### src/rtl/reset_release_sequencer_if.sv
// Control/status bundle between the reset sequencer and its surroundings.
// The sequencer takes the slave view; the controller or bench takes the master view.
interface reset_release_sequencer_if #(
  parameter int NUM_DOMAINS = 4
);
  logic                   soft_reset_req;
  logic [NUM_DOMAINS-1:0] domain_ready;
  logic [NUM_DOMAINS-1:0] reset_out;
  logic                   busy;
  logic                   all_released;
  logic                   fault;
  logic [2:0]             fault_domain;
  logic [2:0]             cur_domain;

  modport slave (
    input  soft_reset_req, domain_ready,
    output reset_out, busy, all_released, fault, fault_domain, cur_domain
  );

  modport master (
    output soft_reset_req, domain_ready,
    input  reset_out, busy, all_released, fault, fault_domain, cur_domain
  );
endinterface

### src/rtl/reset_release_sequencer.sv
// Asserts all domain resets, then releases them one by one in index order, waiting for each
// domain's ready plus a stagger gap; a missing ready re-asserts everything and latches a fault.
module reset_release_sequencer #(
  parameter int NUM_DOMAINS    = 4,
  parameter int MIN_ASSERT     = 2,
  parameter int STAGGER_CYCLES = 3,
  parameter int TIMEOUT_CYCLES = 16,
  parameter int CNT_W          = 5
) (
  input  logic                      clk,
  input  logic                      rst_n,
  reset_release_sequencer_if.slave  bus
);

  typedef enum logic [2:0] {
    S_ASSERT   = 3'd0,
    S_WAIT_RDY = 3'd1,
    S_GAP      = 3'd2,
    S_RUN      = 3'd3,
    S_FAULT    = 3'd4
  } state_t;

  localparam logic [CNT_W-1:0] ASSERT_LAST  = CNT_W'(MIN_ASSERT - 1);
  localparam logic [CNT_W-1:0] STAGGER_LAST = CNT_W'(STAGGER_CYCLES - 1);
  localparam logic [CNT_W-1:0] TIMEOUT_LAST = CNT_W'(TIMEOUT_CYCLES - 1);
  localparam logic [2:0]       LAST_IDX     = 3'(NUM_DOMAINS - 1);

  state_t                 state_q, state_d;
  logic [CNT_W-1:0]       cnt_q, cnt_d;
  logic [2:0]             idx_q, idx_d;
  logic [NUM_DOMAINS-1:0] reset_out_q, reset_out_d;
  logic                   fault_q, fault_d;
  logic [2:0]             fault_domain_q, fault_domain_d;
  logic                   busy_q, busy_d;
  logic                   all_released_q, all_released_d;
  logic [7:0]             rdy_ext;

  // Widened so a 3-bit index always selects in range regardless of NUM_DOMAINS.
  assign rdy_ext = 8'(bus.domain_ready);

  always_comb begin
    state_d        = state_q;
    cnt_d          = cnt_q;
    idx_d          = idx_q;
    fault_d        = fault_q;
    fault_domain_d = fault_domain_q;

    if (bus.soft_reset_req) begin
      state_d = S_ASSERT;
      cnt_d   = '0;
      idx_d   = '0;
      fault_d = 1'b0;
    end else begin
      case (state_q)
        S_ASSERT: begin
          if (cnt_q == ASSERT_LAST) begin
            state_d = S_WAIT_RDY;
            cnt_d   = '0;
            idx_d   = '0;
          end else begin
            cnt_d = cnt_q + CNT_W'(1);
          end
        end
        S_WAIT_RDY: begin
          // Ready is checked first so it wins over a coincident timeout.
          if (rdy_ext[idx_q]) begin
            cnt_d   = '0;
            state_d = (idx_q == LAST_IDX) ? S_RUN : S_GAP;
          end else if (cnt_q == TIMEOUT_LAST) begin
            state_d        = S_FAULT;
            fault_d        = 1'b1;
            fault_domain_d = idx_q;
          end else begin
            cnt_d = cnt_q + CNT_W'(1);
          end
        end
        S_GAP: begin
          if (cnt_q == STAGGER_LAST) begin
            state_d = S_WAIT_RDY;
            cnt_d   = '0;
            idx_d   = idx_q + 3'd1;
          end else begin
            cnt_d = cnt_q + CNT_W'(1);
          end
        end
        S_RUN, S_FAULT: ;
        default: begin
          state_d = S_ASSERT;
          cnt_d   = '0;
          idx_d   = '0;
        end
      endcase
    end

    // Released domains are always the contiguous run 0..idx.
    reset_out_d = '1;
    case (state_d)
      S_RUN: reset_out_d = '0;
      S_WAIT_RDY, S_GAP: begin
        for (int i = 0; i < NUM_DOMAINS; i++) begin
          reset_out_d[i] = (3'(i) > idx_d);
        end
      end
      default: reset_out_d = '1;
    endcase

    busy_d         = (state_d == S_ASSERT) || (state_d == S_WAIT_RDY) || (state_d == S_GAP);
    all_released_d = (state_d == S_RUN);
  end

  always_ff @(posedge clk or negedge rst_n) begin
    if (!rst_n) begin
      state_q        <= S_ASSERT;
      cnt_q          <= '0;
      idx_q          <= '0;
      reset_out_q    <= '1;
      fault_q        <= 1'b0;
      fault_domain_q <= '0;
      busy_q         <= 1'b1;
      all_released_q <= 1'b0;
    end else begin
      state_q        <= state_d;
      cnt_q          <= cnt_d;
      idx_q          <= idx_d;
      reset_out_q    <= reset_out_d;
      fault_q        <= fault_d;
      fault_domain_q <= fault_domain_d;
      busy_q         <= busy_d;
      all_released_q <= all_released_d;
    end
  end

  assign bus.reset_out    = reset_out_q;
  assign bus.busy         = busy_q;
  assign bus.all_released = all_released_q;
  assign bus.fault        = fault_q;
  assign bus.fault_domain = fault_domain_q;
  assign bus.cur_domain   = idx_q;

endmodule
### src/flat_wrapper.sv
// flat-port wrapper written by rule: the top's interface ports become plain ports
module reset_release_sequencer_flat 
#(
  parameter int NUM_DOMAINS    = 4,
  parameter int MIN_ASSERT     = 2,
  parameter int STAGGER_CYCLES = 3,
  parameter int TIMEOUT_CYCLES = 16,
  parameter int CNT_W          = 5
)
  (clk, rst_n, bus_soft_reset_req, bus_domain_ready, bus_reset_out, bus_busy, bus_all_released, bus_fault, bus_fault_domain, bus_cur_domain);
  reset_release_sequencer_if #(.NUM_DOMAINS(NUM_DOMAINS)) bus_i ();
  input  logic clk;
  input  logic rst_n;
  input wire logic [$bits(bus_i.soft_reset_req)-1:0] bus_soft_reset_req;
  input wire logic [$bits(bus_i.domain_ready)-1:0] bus_domain_ready;
  output wire logic [$bits(bus_i.reset_out)-1:0] bus_reset_out;
  output wire logic [$bits(bus_i.busy)-1:0] bus_busy;
  output wire logic [$bits(bus_i.all_released)-1:0] bus_all_released;
  output wire logic [$bits(bus_i.fault)-1:0] bus_fault;
  output wire logic [$bits(bus_i.fault_domain)-1:0] bus_fault_domain;
  output wire logic [$bits(bus_i.cur_domain)-1:0] bus_cur_domain;
  assign bus_i.soft_reset_req = bus_soft_reset_req;
  assign bus_i.domain_ready = bus_domain_ready;
  assign bus_reset_out = bus_i.reset_out;
  assign bus_busy = bus_i.busy;
  assign bus_all_released = bus_i.all_released;
  assign bus_fault = bus_i.fault;
  assign bus_fault_domain = bus_i.fault_domain;
  assign bus_cur_domain = bus_i.cur_domain;
  reset_release_sequencer #(.NUM_DOMAINS(NUM_DOMAINS), .MIN_ASSERT(MIN_ASSERT), .STAGGER_CYCLES(STAGGER_CYCLES), .TIMEOUT_CYCLES(TIMEOUT_CYCLES), .CNT_W(CNT_W)) u_core (.clk(clk), .rst_n(rst_n), .bus(bus_i));
endmodule
### config.mk
export PLATFORM = sky130hd
export DESIGN_NAME = reset_release_sequencer_flat
export DESIGN_NICKNAME = d
export VERILOG_FILES = /design/src/rtl/reset_release_sequencer_if.sv /design/src/rtl/reset_release_sequencer.sv /design/src/flat_wrapper.sv
export SDC_FILE = /design/constraint.sdc
export NUM_CORES = 1
export LEC_CHECK = 0
export ABC_CLOCK_PERIOD_IN_PS = 2000
export BUFFER_PORTS_ARGS = -buffer_cell sky130_fd_sc_hd__buf_2
export CAP_MARGIN = 20
export CORE_ASPECT_RATIO = 2
export CORE_UTILIZATION = 39
export DETAILED_ROUTE_END_ITERATION = 8
export MAX_ROUTING_LAYER = met4
export PLACE_DENSITY = 0.69
export SLEW_MARGIN = 10
export SYNTH_ARGS = -nofsm -noshare
export SYNTH_HDL_FRONTEND = slang
export SYNTH_SLANG_ARGS = --single-unit
export TNS_END_PERCENT = 1
### constraint.sdc
create_clock -name clk -period 2 [get_ports clk]
set_input_delay 0.2 -clock clk [delete_from_list [all_inputs] [get_ports clk]]
set_output_delay 0.2 -clock clk [all_outputs]
set_load 0.01 [all_outputs]
==> results.toml <==
[clocking]
longest_clk_path_bufs = 2
tritoncts = "yes"
clock_sinks = 21
worstSkewPairLatency_ps = 260
deepest_level_of_the_cts_h_tree = 1
clk_pin_slew_worst_paths_ps = 80
root_buffer = "sky130_fd_sc_hd__clkbuf_8"
cts_made_buffers = 3

[logic_synthesis]
synth.avg_cell_area_um2 = 10.10
total_standard_cell_area_after_synthesis_mm2 = 0.001212
ys_async_sr_fraction_pct = 100.0
synth_warnings = 0
synthCells = 120
synth_edf_count = 0
synth.yosys.seq_area_share_pct = 43.86
synth.ff_latch_count = 21
yosys_cell_types = 42
net_count_after_synthesis = 133
synthFlopType = "sky130_fd_sc_hd__dfrtp_1"

[detailed_routing]
wire_per_inst_um = 14.79
met2WireLength_mm = 1.529
detailedRoute.firstIterationViolations = 40
number_of_remaining_drc_errors = 0
topRoutingLayerUsed = "met4"
detail_route.wirelength.met1_mm = 1.000
vias_per_cell = 5.426
met3_length_um = 35
drt_pre_antenna_iters = 4
route.vias.total = 955
wirelength_mm = 2.603
final_antenna_net_count = 0

[setup_path]
critPathSlowestCell = "sky130_fd_sc_hd__dfrtp_1"
worst-endpoint-arrival_ps = 2140
critical_path.startpoint_type = "flip-flop"
r2r_slack_ps = 20
setup.worst_path.start = "u_core.cnt_q[0]"
crit_chain = "inv_1 -> ha_1 -> nor4b_4 -> nand3b_1 -> o21a_1 -> a31oi_4 -> nor2_2 -> o41ai_2"
crit_required_ps = 2160
r2r_start = "u_core.cnt_q[0]"
critPathCaptureType = "flip-flop"
worst_path_largest_cell_delay_ps = 430
timing.critical_path.max_delay_family = "compound AO/OA/AOI/OAI gates"
worstPathBufferInverterCount = 1
worst-setup-path-type = "flip-flop to flip-flop"
worstPathMaxFanout = 5

[finish]
finish.net_count = 160
seq_area_um2 = 533.0
layout_commonest_cell = "sky130_fd_sc_hd__buf_2"
areaGrowthSynthToFinish_pct = 25.59
num_antenna_cells = 0
n_fill_cell = 270
finish.instance_area_mm2 = 0.001523
final_layout_size_suffix_gt1_share_pct = 41.78
multi_input_comb_area_um2 = 711.9
mostFrequentLayoutCells = "sky130_fd_sc_hd__buf_2, sky130_fd_sc_hd__dfrtp_1, sky130_fd_sc_hd__inv_1, sky130_fd_sc_hd__nand2_1, sky130_fd_sc_hd__o21ai_0"

[placed_design]
dp_hpwl_mm = 1.932
place_congestion = 0.8018
placement.setup.worst_slack_ps = -221.9
dpl_cell_area_mm2 = 0.001350
port_buffers = 19

[power_and_ir_drop]
power_per_cell_area_mw_per_mm2 = 873.3
seqPwrFrac_pct = 41.5
clock_power_share_pct = 21.0
share_comb_of_total_power_pct = 37.5
cellLeakagePower_nw = 0.6705
power.ir.vdd_worst_v = 0.0006907
switchingPower_mw = 0.4735
p_int_mw = 0.8563
netSwitchingFraction_pct = 35.61

[min_path]
min_delay_startpoint = "bus_soft_reset_req"
hp-class = "input pin to flip-flop"

[sta]
fmaxAchievable_mhz = 505.7
clock-skew-final_ps = 6.404
final-setup-viol-count = 0
report.final.hold_viol_count = 0
transition_at_the_pin_with_the_smallest_max_transition_slack_ps = 471.9
report.final.slew_viol_count = 0
hold_ws_ps = 257.6
slew_headroom_pct = 68.54
finalWorstSetupSlack_ps = 22.54
post-route-min-period_ps = 1977
layout_worst_path_cycle_share_pct = 98.87
finalSetupTns_ps = 0
setup_repair_after_global_routing_missed_its_margin = "yes"

[run_status]
status = "finished, final reports clean"

[die]
floorplan.die.height_um = 80.85
floorplan.die.width_um = 41.43
initial_utilization_pct = 41.20
die_footprint_mm2 = 0.003349
boundaryPins = 20
num_rows = 28
core-area_mm2 = 0.002943

[global_routing]
grt_pass1_wl_mm = 4.202
first_global_vias = 944
overall_overflow_remaining_after_global_route = 0
gr-usage-all-layers_pct = 16.77
grt_antenna_before_repair = 0
grt_start_max_net_pins = 22

[flow_run]
max_cap_violations = 0
==> worst reg2reg max path: cells and delay by family (launching register included) <==
kind	cells	cell delay (ps)
AOI/OAI and AO/OA	3	680
and+or+nand+nor	3	520
DFF	1	430
adders and majority gates	1	170
buffers and inverters	1	80
==> through the flow <==
step | total power, mW | utilization [%] | std cells
2_1_floorplan | 0.8675 | - | 120
3_3_place_gp | 0.9498 | 45.88 | 170
3_5_place_dp | 0.9593 | 45.88 | 170
4_1_cts | 1.293 | 49.19 | 175
5_1_grt | 1.416 | 51.74 | 176
6_report | 1.330 | 51.74 | 176
==> path summary, 6_finish.rpt <==
check                      cells after the start                         end
hold / removal                                 2           u_core.state_q[2]
hold reg to reg                                2  u_core.bus.fault_domain[2]
max in group asynchronous                      2     u_core.bus.reset_out[3]
setup / recovery                               8     u_core.bus.reset_out[1]
setup reg to reg                               8     u_core.bus.reset_out[1]
min in group asynchronous                      2            u_core.bus.fault
==> state kept, by name, indices dropped and copies added, names as in the netlist <==
name                     flops
u_core.bus.busy              1
u_core.bus.cur_domain        3
u_core.bus.reset_out         4
u_core.bus.fault             1
u_core.bus.all_released      1
u_core.bus.fault_domain      3
u_core.state_q               3
u_core.cnt_q                 5
==> final cells by class <==
type | count | area share (%)
repair buffers | 26 | 9.860
clock buffers | 4 | 2.958
multi-input cells | 83 | 46.75
inverters | 12 | 2.958
well taps | 30 | 2.465
flip-flops and latches | 21 | 35.00
==> logic make-up (layout without fill, tap and decap cells) <==
logic type / Yosys count / after routing / share of synthesized area [%]
flops: 21 / 21 / 43.86
fa+ha+maj: 6 / 6 / 6.192
mux: 6 / 6 / 5.263
buf+inv: 16 / 42 / 6.398
compound gates: 29 / 29 / 17.75
simple gates: 42 / 42 / 20.54
==> timing repair <==
action / 4_1_cts / 5_1_grt
resized for setup: 8 / 14
pin swaps: 2 / 2
endpoints found under the setup margin: 6 / 8
buffers inserted: 0 / 1
endpoints found under the hold margin: 16 / 0
hold buffers: 1 / 0
==> layer usage <==
metal | global-route usage, % | vias up
met1 | 17.72 | 462
met2 | 30.94 | 14
met5 | - | -
met3 | 1.333 | 4
met4 | 7.742 | 0
li1 | - | 475
==> power groups by stage <==
stage	Clock (mW)	Combinational, mW	Sequential, mW
CTS	0.286	0.460	0.547
floorplan	0	0.332	0.536
global route	0.300	0.553	0.563
global placement	0	0.400	0.550
finish	0.279	0.499	0.552
detailed placement	0	0.405	0.554
==> Yosys cell counts (3+ instances only) <==
cell type / count / area [um^2]
sky130_fd_sc_hd__nand3_1: 3 / 15.01
sky130_fd_sc_hd__a21oi_1: 4 / 20.02
sky130_fd_sc_hd__nor2_1: 4 / 15.01
sky130_fd_sc_hd__dfrtp_1: 16 / 400.4
sky130_fd_sc_hd__nand2b_1: 4 / 25.02
sky130_fd_sc_hd__o21ai_1: 3 / 15.01
sky130_fd_sc_hd__mux2i_1: 3 / 30.03
sky130_fd_sc_hd__nand2_1: 12 / 45.04
sky130_fd_sc_hd__mux2_2: 3 / 33.78
sky130_fd_sc_hd__ha_1: 6 / 75.07
sky130_fd_sc_hd__o21ai_0: 8 / 40.04
sky130_fd_sc_hd__dfstp_2: 5 / 131.4
sky130_fd_sc_hd__inv_1: 12 / 45.04
No activity file was read; power rests on OpenSTA's default activity.
